===== src/rtl/segscan_pkg.sv =====
// Shared constants for the segscan display controller: register map, CTRL bit
// positions and the all-segments-off pattern.
package segscan_pkg;

  // Register indices on the CPU byte bus
  localparam logic [2:0] REG_DIGIT0 = 3'd0;
  localparam logic [2:0] REG_DIGIT1 = 3'd1;
  localparam logic [2:0] REG_DIGIT2 = 3'd2;
  localparam logic [2:0] REG_DIGIT3 = 3'd3;
  localparam logic [2:0] REG_CTRL   = 3'd4;
  localparam logic [2:0] REG_DP     = 3'd5;
  localparam logic [2:0] REG_BRIGHT = 3'd6;
  localparam logic [2:0] REG_STATUS = 3'd7;

  // CTRL layout: bit0 enable, bits[7:4] raw mode for digits 3..0
  localparam int unsigned CTRL_EN_BIT  = 0;
  localparam int unsigned CTRL_RAW_LSB = 4;

  // Active-low segments: all ones means every segment (and the DP) is dark
  localparam logic [7:0] SEG_BLANK = 8'hFF;

  // Value returned on the data bus when the block is not selected
  localparam logic [7:0] BUS_IDLE = 8'hFF;

  function automatic logic [3:0] onehot4(input logic [1:0] idx);
    return 4'b0001 << idx;
  endfunction

endpackage


===== src/rtl/hex7_decode.sv =====
// Combinational hex nibble to 7-segment pattern, active-high, bit order gfedcba.
module hex7_decode (
  input  logic [3:0] value_i,
  output logic [6:0] seg_o
);

  // Standard hex glyphs; lower-case b and d keep them distinct from 8 and 0
  always_comb begin
    seg_o = 7'h00;
    unique case (value_i)
      4'h0: seg_o = 7'h3F;
      4'h1: seg_o = 7'h06;
      4'h2: seg_o = 7'h5B;
      4'h3: seg_o = 7'h4F;
      4'h4: seg_o = 7'h66;
      4'h5: seg_o = 7'h6D;
      4'h6: seg_o = 7'h7D;
      4'h7: seg_o = 7'h07;
      4'h8: seg_o = 7'h7F;
      4'h9: seg_o = 7'h6F;
      4'hA: seg_o = 7'h77;
      4'hB: seg_o = 7'h7C;
      4'hC: seg_o = 7'h39;
      4'hD: seg_o = 7'h5E;
      4'hE: seg_o = 7'h79;
      4'hF: seg_o = 7'h71;
    endcase
  end

endmodule


===== src/rtl/segscan_ctrl.sv =====
// Memory-mapped 4-digit multiplexed 7-segment controller. A prescaled counter
// walks the digits; the first BLANK cycles of each slot drive nothing to stop
// ghosting. seg/dig are registered and reflect the previous cycle's state.
// Optional feature: define SEGSCAN_BRIGHTNESS_EN for the BRIGHT register, which
// shortens the drive window within each slot.
module segscan_ctrl
  import segscan_pkg::*;
#(
  parameter int unsigned PRESCALE = 520,
  parameter int unsigned BLANK    = 8
) (
  input  logic       clk,
  input  logic       rst,
  input  logic       cs,
  input  logic       read,
  input  logic [2:0] address,
  input  logic [7:0] din,
  output logic [7:0] dout,
  output logic [7:0] seg,
  output logic [3:0] dig
);

  localparam int unsigned    CntW     = $clog2(PRESCALE);
  localparam logic [CntW-1:0] CntLast  = CntW'(PRESCALE - 1);
  localparam logic [CntW-1:0] BlankCnt = CntW'(BLANK);

  logic [7:0]      digit_q [4];
  logic            en_q;
  logic [3:0]      raw_q;
  logic [3:0]      dp_q;
  logic [CntW-1:0] cnt_q;
  logic [1:0]      idx_q;
  logic [7:0]      seg_q;
  logic [3:0]      dig_q;
`ifdef SEGSCAN_BRIGHTNESS_EN
  logic [3:0]      bright_q;
`endif

  logic       wr_en;
  logic       blank_phase;
  logic       in_window;
  logic [7:0] cur_digit;
  logic [6:0] hex_seg;
  logic [7:0] seg_pat;

  assign wr_en       = cs & ~read;
  assign blank_phase = en_q & (cnt_q < BlankCnt);
  assign cur_digit   = digit_q[idx_q];

  // Register file: CPU writes land on the edge where cs=1 and read=0
  always_ff @(posedge clk) begin
    if (rst) begin
      for (int n = 0; n < 4; n++) digit_q[n] <= 8'h00;
      en_q  <= 1'b0;
      raw_q <= 4'h0;
      dp_q  <= 4'h0;
`ifdef SEGSCAN_BRIGHTNESS_EN
      bright_q <= 4'hF;
`endif
    end else if (wr_en) begin
      case (address)
        REG_DIGIT0, REG_DIGIT1, REG_DIGIT2, REG_DIGIT3: digit_q[address[1:0]] <= din;
        REG_CTRL: begin
          en_q  <= din[CTRL_EN_BIT];
          raw_q <= din[CTRL_RAW_LSB +: 4];
        end
        REG_DP: dp_q <= din[3:0];
`ifdef SEGSCAN_BRIGHTNESS_EN
        REG_BRIGHT: bright_q <= din[3:0];
`endif
        default: ;
      endcase
    end
  end

  // Scan sequencer: held at digit 0, count 0 while disabled so enabling restarts cleanly
  always_ff @(posedge clk) begin
    if (rst || !en_q) begin
      cnt_q <= '0;
      idx_q <= 2'd0;
    end else if (cnt_q == CntLast) begin
      cnt_q <= '0;
      idx_q <= idx_q + 2'd1;
    end else begin
      cnt_q <= cnt_q + 1'b1;
    end
  end

`ifdef SEGSCAN_BRIGHTNESS_EN
  logic [31:0] on_len;
  // Drive only the first on_len cycles after the blank; BRIGHT=15 spans the full window
  always_comb begin
    on_len    = ((PRESCALE - BLANK) * (32'(bright_q) + 32'd1)) >> 4;
    in_window = (32'(cnt_q) >= BLANK) && (32'(cnt_q) < BLANK + on_len);
  end
`else
  // Whole slot after the blank interval drives the digit
  always_comb begin
    in_window = (cnt_q >= BlankCnt);
  end
`endif

  hex7_decode u_hex7_decode (
    .value_i (cur_digit[3:0]),
    .seg_o   (hex_seg)
  );

  // Segment pattern for the digit currently selected, before output gating
  always_comb begin
    seg_pat      = SEG_BLANK;
    seg_pat[6:0] = raw_q[idx_q] ? ~cur_digit[6:0] : ~hex_seg;
    seg_pat[7]   = ~dp_q[idx_q];
  end

  // Registered drive: dark outside the window or when disabled
  always_ff @(posedge clk) begin
    if (rst || !en_q || !in_window) begin
      seg_q <= SEG_BLANK;
      dig_q <= 4'b0000;
    end else begin
      seg_q <= seg_pat;
      dig_q <= onehot4(idx_q);
    end
  end

  assign seg = seg_q;
  assign dig = dig_q;

  // Read mux; unselected bus floats high
  always_comb begin
    dout = BUS_IDLE;
    if (cs) begin
      case (address)
        REG_DIGIT0, REG_DIGIT1, REG_DIGIT2, REG_DIGIT3: dout = digit_q[address[1:0]];
        REG_CTRL:   dout = {raw_q, 3'b000, en_q};
        REG_DP:     dout = {4'h0, dp_q};
`ifdef SEGSCAN_BRIGHTNESS_EN
        REG_BRIGHT: dout = {4'h0, bright_q};
`else
        REG_BRIGHT: dout = 8'h00;
`endif
        REG_STATUS: dout = {5'b00000, blank_phase, idx_q};
        default:    dout = BUS_IDLE;
      endcase
    end
  end

endmodule


===== config.mk =====
export PLATFORM = sky130hd
export DESIGN_NAME = segscan_ctrl
export DESIGN_NICKNAME = d
export VERILOG_FILES = /design/src/rtl/segscan_pkg.sv /design/src/rtl/hex7_decode.sv /design/src/rtl/segscan_ctrl.sv
export SDC_FILE = /design/constraint.sdc
export NUM_CORES = 1
export LEC_CHECK = 0
export CORE_MARGIN = 4
export CORE_UTILIZATION = 57
export DETAILED_ROUTE_END_ITERATION = 16
export PLACE_DENSITY = 0.88
export SETUP_SLACK_MARGIN = 0.1
export SKIP_CTS_REPAIR_TIMING = 1
export SLEW_MARGIN = 10
export SYNTH_ARGS = -nofsm -noshare
export SYNTH_HDL_FRONTEND = slang
export SYNTH_HIERARCHICAL = 1
export SYNTH_SLANG_ARGS = --single-unit

===== constraint.sdc =====
create_clock -name clk -period 3.28 [get_ports clk]
set_clock_uncertainty 0.15 [all_clocks]
set_input_delay 0.492 -clock clk [delete_from_list [all_inputs] [get_ports clk]]
set_output_delay 0.492 -clock clk [all_outputs]
set_load 0.02 [all_outputs]

Word level (Yosys, flattened, before mapping):

Memories as Yosys holds them, arrays and structs flattened. A register that Yosys moved wholly into a read port is not among the register bits.
Cells that the tools add are included.

* bits in writable memories: 32
* output and inout bits: 20
* bits in registers: 33
* memories: 2
* bits in read-only memories: 112

* shift operators: 1
* add/sub/neg operators: 2
* bitwise logic cells: 6
* reductions and logical operators: 10
* magnitude comparators: 3
* equality and inequality tests: 8
* mux-type cells: 18

Memory list
* (no name shown): words 16, bits a word 7, read ports 1, clocked after memory_dff 0, write ports 0, line hex7_decode.sv:10 `unique case (value_i)`
* digit_q: words 4, bits a word 8, read ports 2, clocked after memory_dff 1, write ports 4, line segscan_ctrl.sv:27 `logic [7:0] digit_q [4];`

Operators with widths (count)
* $pmux W8 S5: 1
* $mux W8: 2
* $not A7 Y7: 2
* $eq A3 B3 Y1 const B: 4
* $add A10 B1 Y10 const B: 1
* $eq A10 B10 Y1 const B: 1
* $ge A10 B4 Y1 const B: 1
* $lt A10 B4 Y1 const B: 1
* $mux W1: 9
* $reduce_or A8 Y1: 1
* $mux W7: 1
* $eq A3 B2 Y1 const B: 2
* $mux W2: 3
* $bmux W1 S2: 2
* $reduce_and A2 Y1: 2
* $reduce_or A4 Y1: 1
* $shl A1 B2 Y4 const A: 1
* $eq A3 B1 Y1 const B: 1
* $logic_not A3 Y1: 1
* $lt A2 B3 Y1 const B: 1
* $add A2 B1 Y2 const B: 1
* $and A1 B1 Y1: 2
* $logic_not A1 Y1: 2
* $logic_or A1 B1 Y1: 2
* 2 further kinds: 3

Longest topological paths before layout:

* depth in word-level cells: 8
* mapped depth: 8
* gate-level depth less buffers: 7

By module:

Netlist, hierarchy kept.

By module, submodules not included
* segscan_ctrl: instances 1, area an instance 3229.3 sq um, cells an instance 289, seq. area each 1661.6 sq um
* hex7_decode: instances 1, area an instance 289.0 sq um, cells an instance 33, seq. area each 0.0 sq um

Worst setup path before layout:

Ideal clock, no wire load.

* path type: reg2reg
* start point: reg with a tool-made name
* end point: reg seg_q[3], in the netlist seg[3]
* buffers on the path: 1
* arrival: 2.212 ns
* slack: 0.858 ns
* clock period less this slack: 2.422 ns
* cell stages (with the launch flop): 8
* path through: dfxtp_1 buf_2 mux4_2 inv_1 ha_1 mux4_2 mux2_2 nand2_1

RTL lines
* end signal: assignment: line segscan_ctrl.sv:121 `seg_q <= seg_pat;`
* end: declaration: line segscan_ctrl.sv:33 `logic [7:0] seg_q;`

Final worst setup path:

* start point: in address[1]
* end point: out dout[6]

* cells in the longest elaborated chain, start to end: 4
* elaborated cells between the ends (all ways): 12
* those cells by class: eq/ne: 7; mux: 2; reduce/logical: 2; memory: 1

Ends and longest elaborated chain
* start: declaration: line segscan_ctrl.sv:16 `input logic [2:0] address,`
* $eq A3 B1 Y1 (tied with other cells): line segscan_ctrl.sv:133 `case (address)`
* $reduce_or A4 Y1: line segscan_ctrl.sv:133
* $pmux W8 S5 *: line segscan_ctrl.sv:133
* $mux W8 *: line segscan_ctrl.sv:132 `if (cs) begin`
* end: declaration: line segscan_ctrl.sv:18 `output logic [7:0] dout,`

Every way passes the cells marked *; elsewhere a longest branch is shown, timed or not.

==> run metrics <==
status finished, final reports clean; Fmax about 330 MHz; min cycle time layout 3040 ps; Worst-Skew Late Latency about 360 ps; Yosys reg bits 67; sequential power share approximately half; Top Ports 35; Worst Hold Margin 321 ps; final setup fails 0; die height a little under 90 um; combinational group share of total power 11.0%; Core Rows 28; hpwl dp 5.98 mm; drt wl/cell 19.8 um; worst slack at placement 64.7 ps; WL final 8.63 mm; initial DRC count roughly 330; switching pwr 0.445 mW; Hold Vio Cnt, Final 0; synth unique cells between 40 and 50; Max Slew Vio Count 0; critical path type primary input to output port; pin count of the biggest net entering global routing 19; diode count 0; final worst-path cycle share 92.8%; # port buffers 34; CTS tree built; placed cells 419; switching share of power between 20 and 25%; DRT Pass-1 Iters 5; DRC errors left 0; slew of the pin with the lowest slew margin 627 ps; via count 2722; vias in the first global route ~2.7k; CORE AREA 0.00596 mm2; fin util 69.9%; PD cells about 440 mW/mm2; final worst slack 235 ps; unrepaired setup endpoints after global routing false; setup TNS 0 ps; most frequent cells in the layout 35 x dfxtp_1, 32 x edfxtp_1, 28 x clkdlybuf4s50_1, 19 x a21oi_1, 19 x and3_1; kind of start point of the critical path primary input; fraction of registers with async set/reset 0%; Post-synth EDFFs 32; Mapped Cells 322; Avg Vias per Cell around 6.3; root buffer cell clkbuf_8; clock buffer depth 2; Yosys Warn Count 6; Synthesized Nets 346; Internal Power 1.39 mW; Worst EP required 2640 ps; total CTS buffers 9; leading cell type in the layout, fill and taps excluded dfxtp_1; Sink Count 67; Nets 379; peak supply drop around 0.38 mV; Final Cell Area around 0.0042 mm2; synthesized area per cell 10.9 um2; Die W 86.6 um; grt ovf 0; Arrival @ worst endpoint 2400 ps; Clock Power Share 39.2%; synthesized area 0.00352 mm2; CP Capture Type output port; Worst-path clk slew around 70 ps; Overall Global Routing Usage 24.9%; layout cell share with drive strength beyond 1 between 10% and 20%; placed cell area 0.00394 mm2; first-pass GRT wire length about 14 mm; Finished Layout Cells 435; # H-tree levels 3; relative slew slack between 50% and 60%; Hold Crit Class flop to flop; initial core utilization 59.1%; leakage power 1.58 nW; initial antenna violation count 0; die area between 0.007 and 0.008 mm2; antenna viol nets, final 0; Area Growth Syn to Fin 18.4%; most frequently used flop master after synthesis dfxtp_1; Crit Path Max Fanout 8; Final Power 1.84 mW; Max Cap Viol 0; gpl congestion 0.856; post-synthesis sequential area ratio 47.2%
-- registers in the layout, summed over array words and instances, names as in the netlist, named ones only --
| register | cells |
|---|---|
| cnt_q | 10 |
| dig | 4 |
| digit_q | 32 |
| dp_q | 4 |
| en_q | 1 |
| idx_q | 2 |
| raw_q | 4 |
| seg | 8 |
-- cells by family (layout without fill, tap and decap cells) --
logic type / count (synthesis) / after routing / synth area share (%)
AOI/OAI and AO/OA: 56 / 56 / 10.2
xor gates and xnor gates: 3 / 3 / 0.747
adders and majority gates: 9 / 9 / 3.20
buffers and inverters: 40 / 78 / 4.94
DFF: 67 / 67 / 47.2
muxes: 39 / 39 / 15.9
and+or+nand+nor: 108 / 108 / 17.7
-- power groups by stage --
stage | sequential [mW] | combinational (mW) | clock (mW)
2_1_floorplan | 0.926 | 0.124 | 0
3_3_place_gp | 0.931 | 0.192 | 0
3_5_place_dp | 0.933 | 0.198 | 0
4_1_cts | 0.914 | 0.201 | 0.724
5_1_grt | 0.917 | 0.216 | 0.770
6_report | 0.915 | 0.202 | 0.719
-- synth_stat cells, drive strengths merged, types with 3 or more instances --
cell type  number  area (um2)
dfxtp          35         701
a21oi          19        95.1
nor2b           4        25.0
and2           16         100
or2             3        18.8
a2bb2oi         4        35.0
mux2           16         180
clkbuf         19        72.6
ha              9         113
mux4           12         270
nand3          16        80.1
mux2i          11         110
o21ai          15        75.1
buf             7        46.3
nand2b          7        43.8
or4             5        41.3
nand4           5        31.3
nor2            8        30.0
or3             4        25.0
o221ai          3        26.3
nand2          14        52.6
o31ai           4        35.0
and3           19         119
edfxtp         32         961
inv            14        55.1
-- final cells by class --
class	instances	area (um2)
Clock buffer	14	199
Clock inverter	2	12.5
Fill cell	467	1790
Inverter	14	55.1
Multi-Input combinational cell	215	1680
Sequential cell	67	1660
Tap cell	75	93.8
Timing Repair Buffer	48	460
-- final timing paths --
| kind | start | end | slack (ps) | cells after the start |
|---|---|---|---|---|
| max reg2reg | flop | seg[3]$_SDFF_PP1_ | 470 | 7 |
| max | address[1] | dout[6] | 240 | 7 |
| min | cnt_q[0]$_SDFF_PP0_ | cnt_q[0]$_SDFF_PP0_ | 320 | 1 |
| min reg2reg | cnt_q[0]$_SDFF_PP0_ | cnt_q[0]$_SDFF_PP0_ | 320 | 1 |
-- per-layer routing --
metal	routed length [um]	part of all wire [%]	global-route usage, %
met1	3310	38	30.2
met3	760	8.8	5.51
met2	4290	50	40.9
met5	0	0	0
met4	265	3.1	14.3
-- critical path, stage by stage --
cell and delay (ps):
clkdlybuf4s50_1 540, buf_4 240, buf_4 150, nor2_1 120, nand3_1 110, nand3_1 110
clkdlybuf4s50_1 640
(Power assumes the default switching activity.)
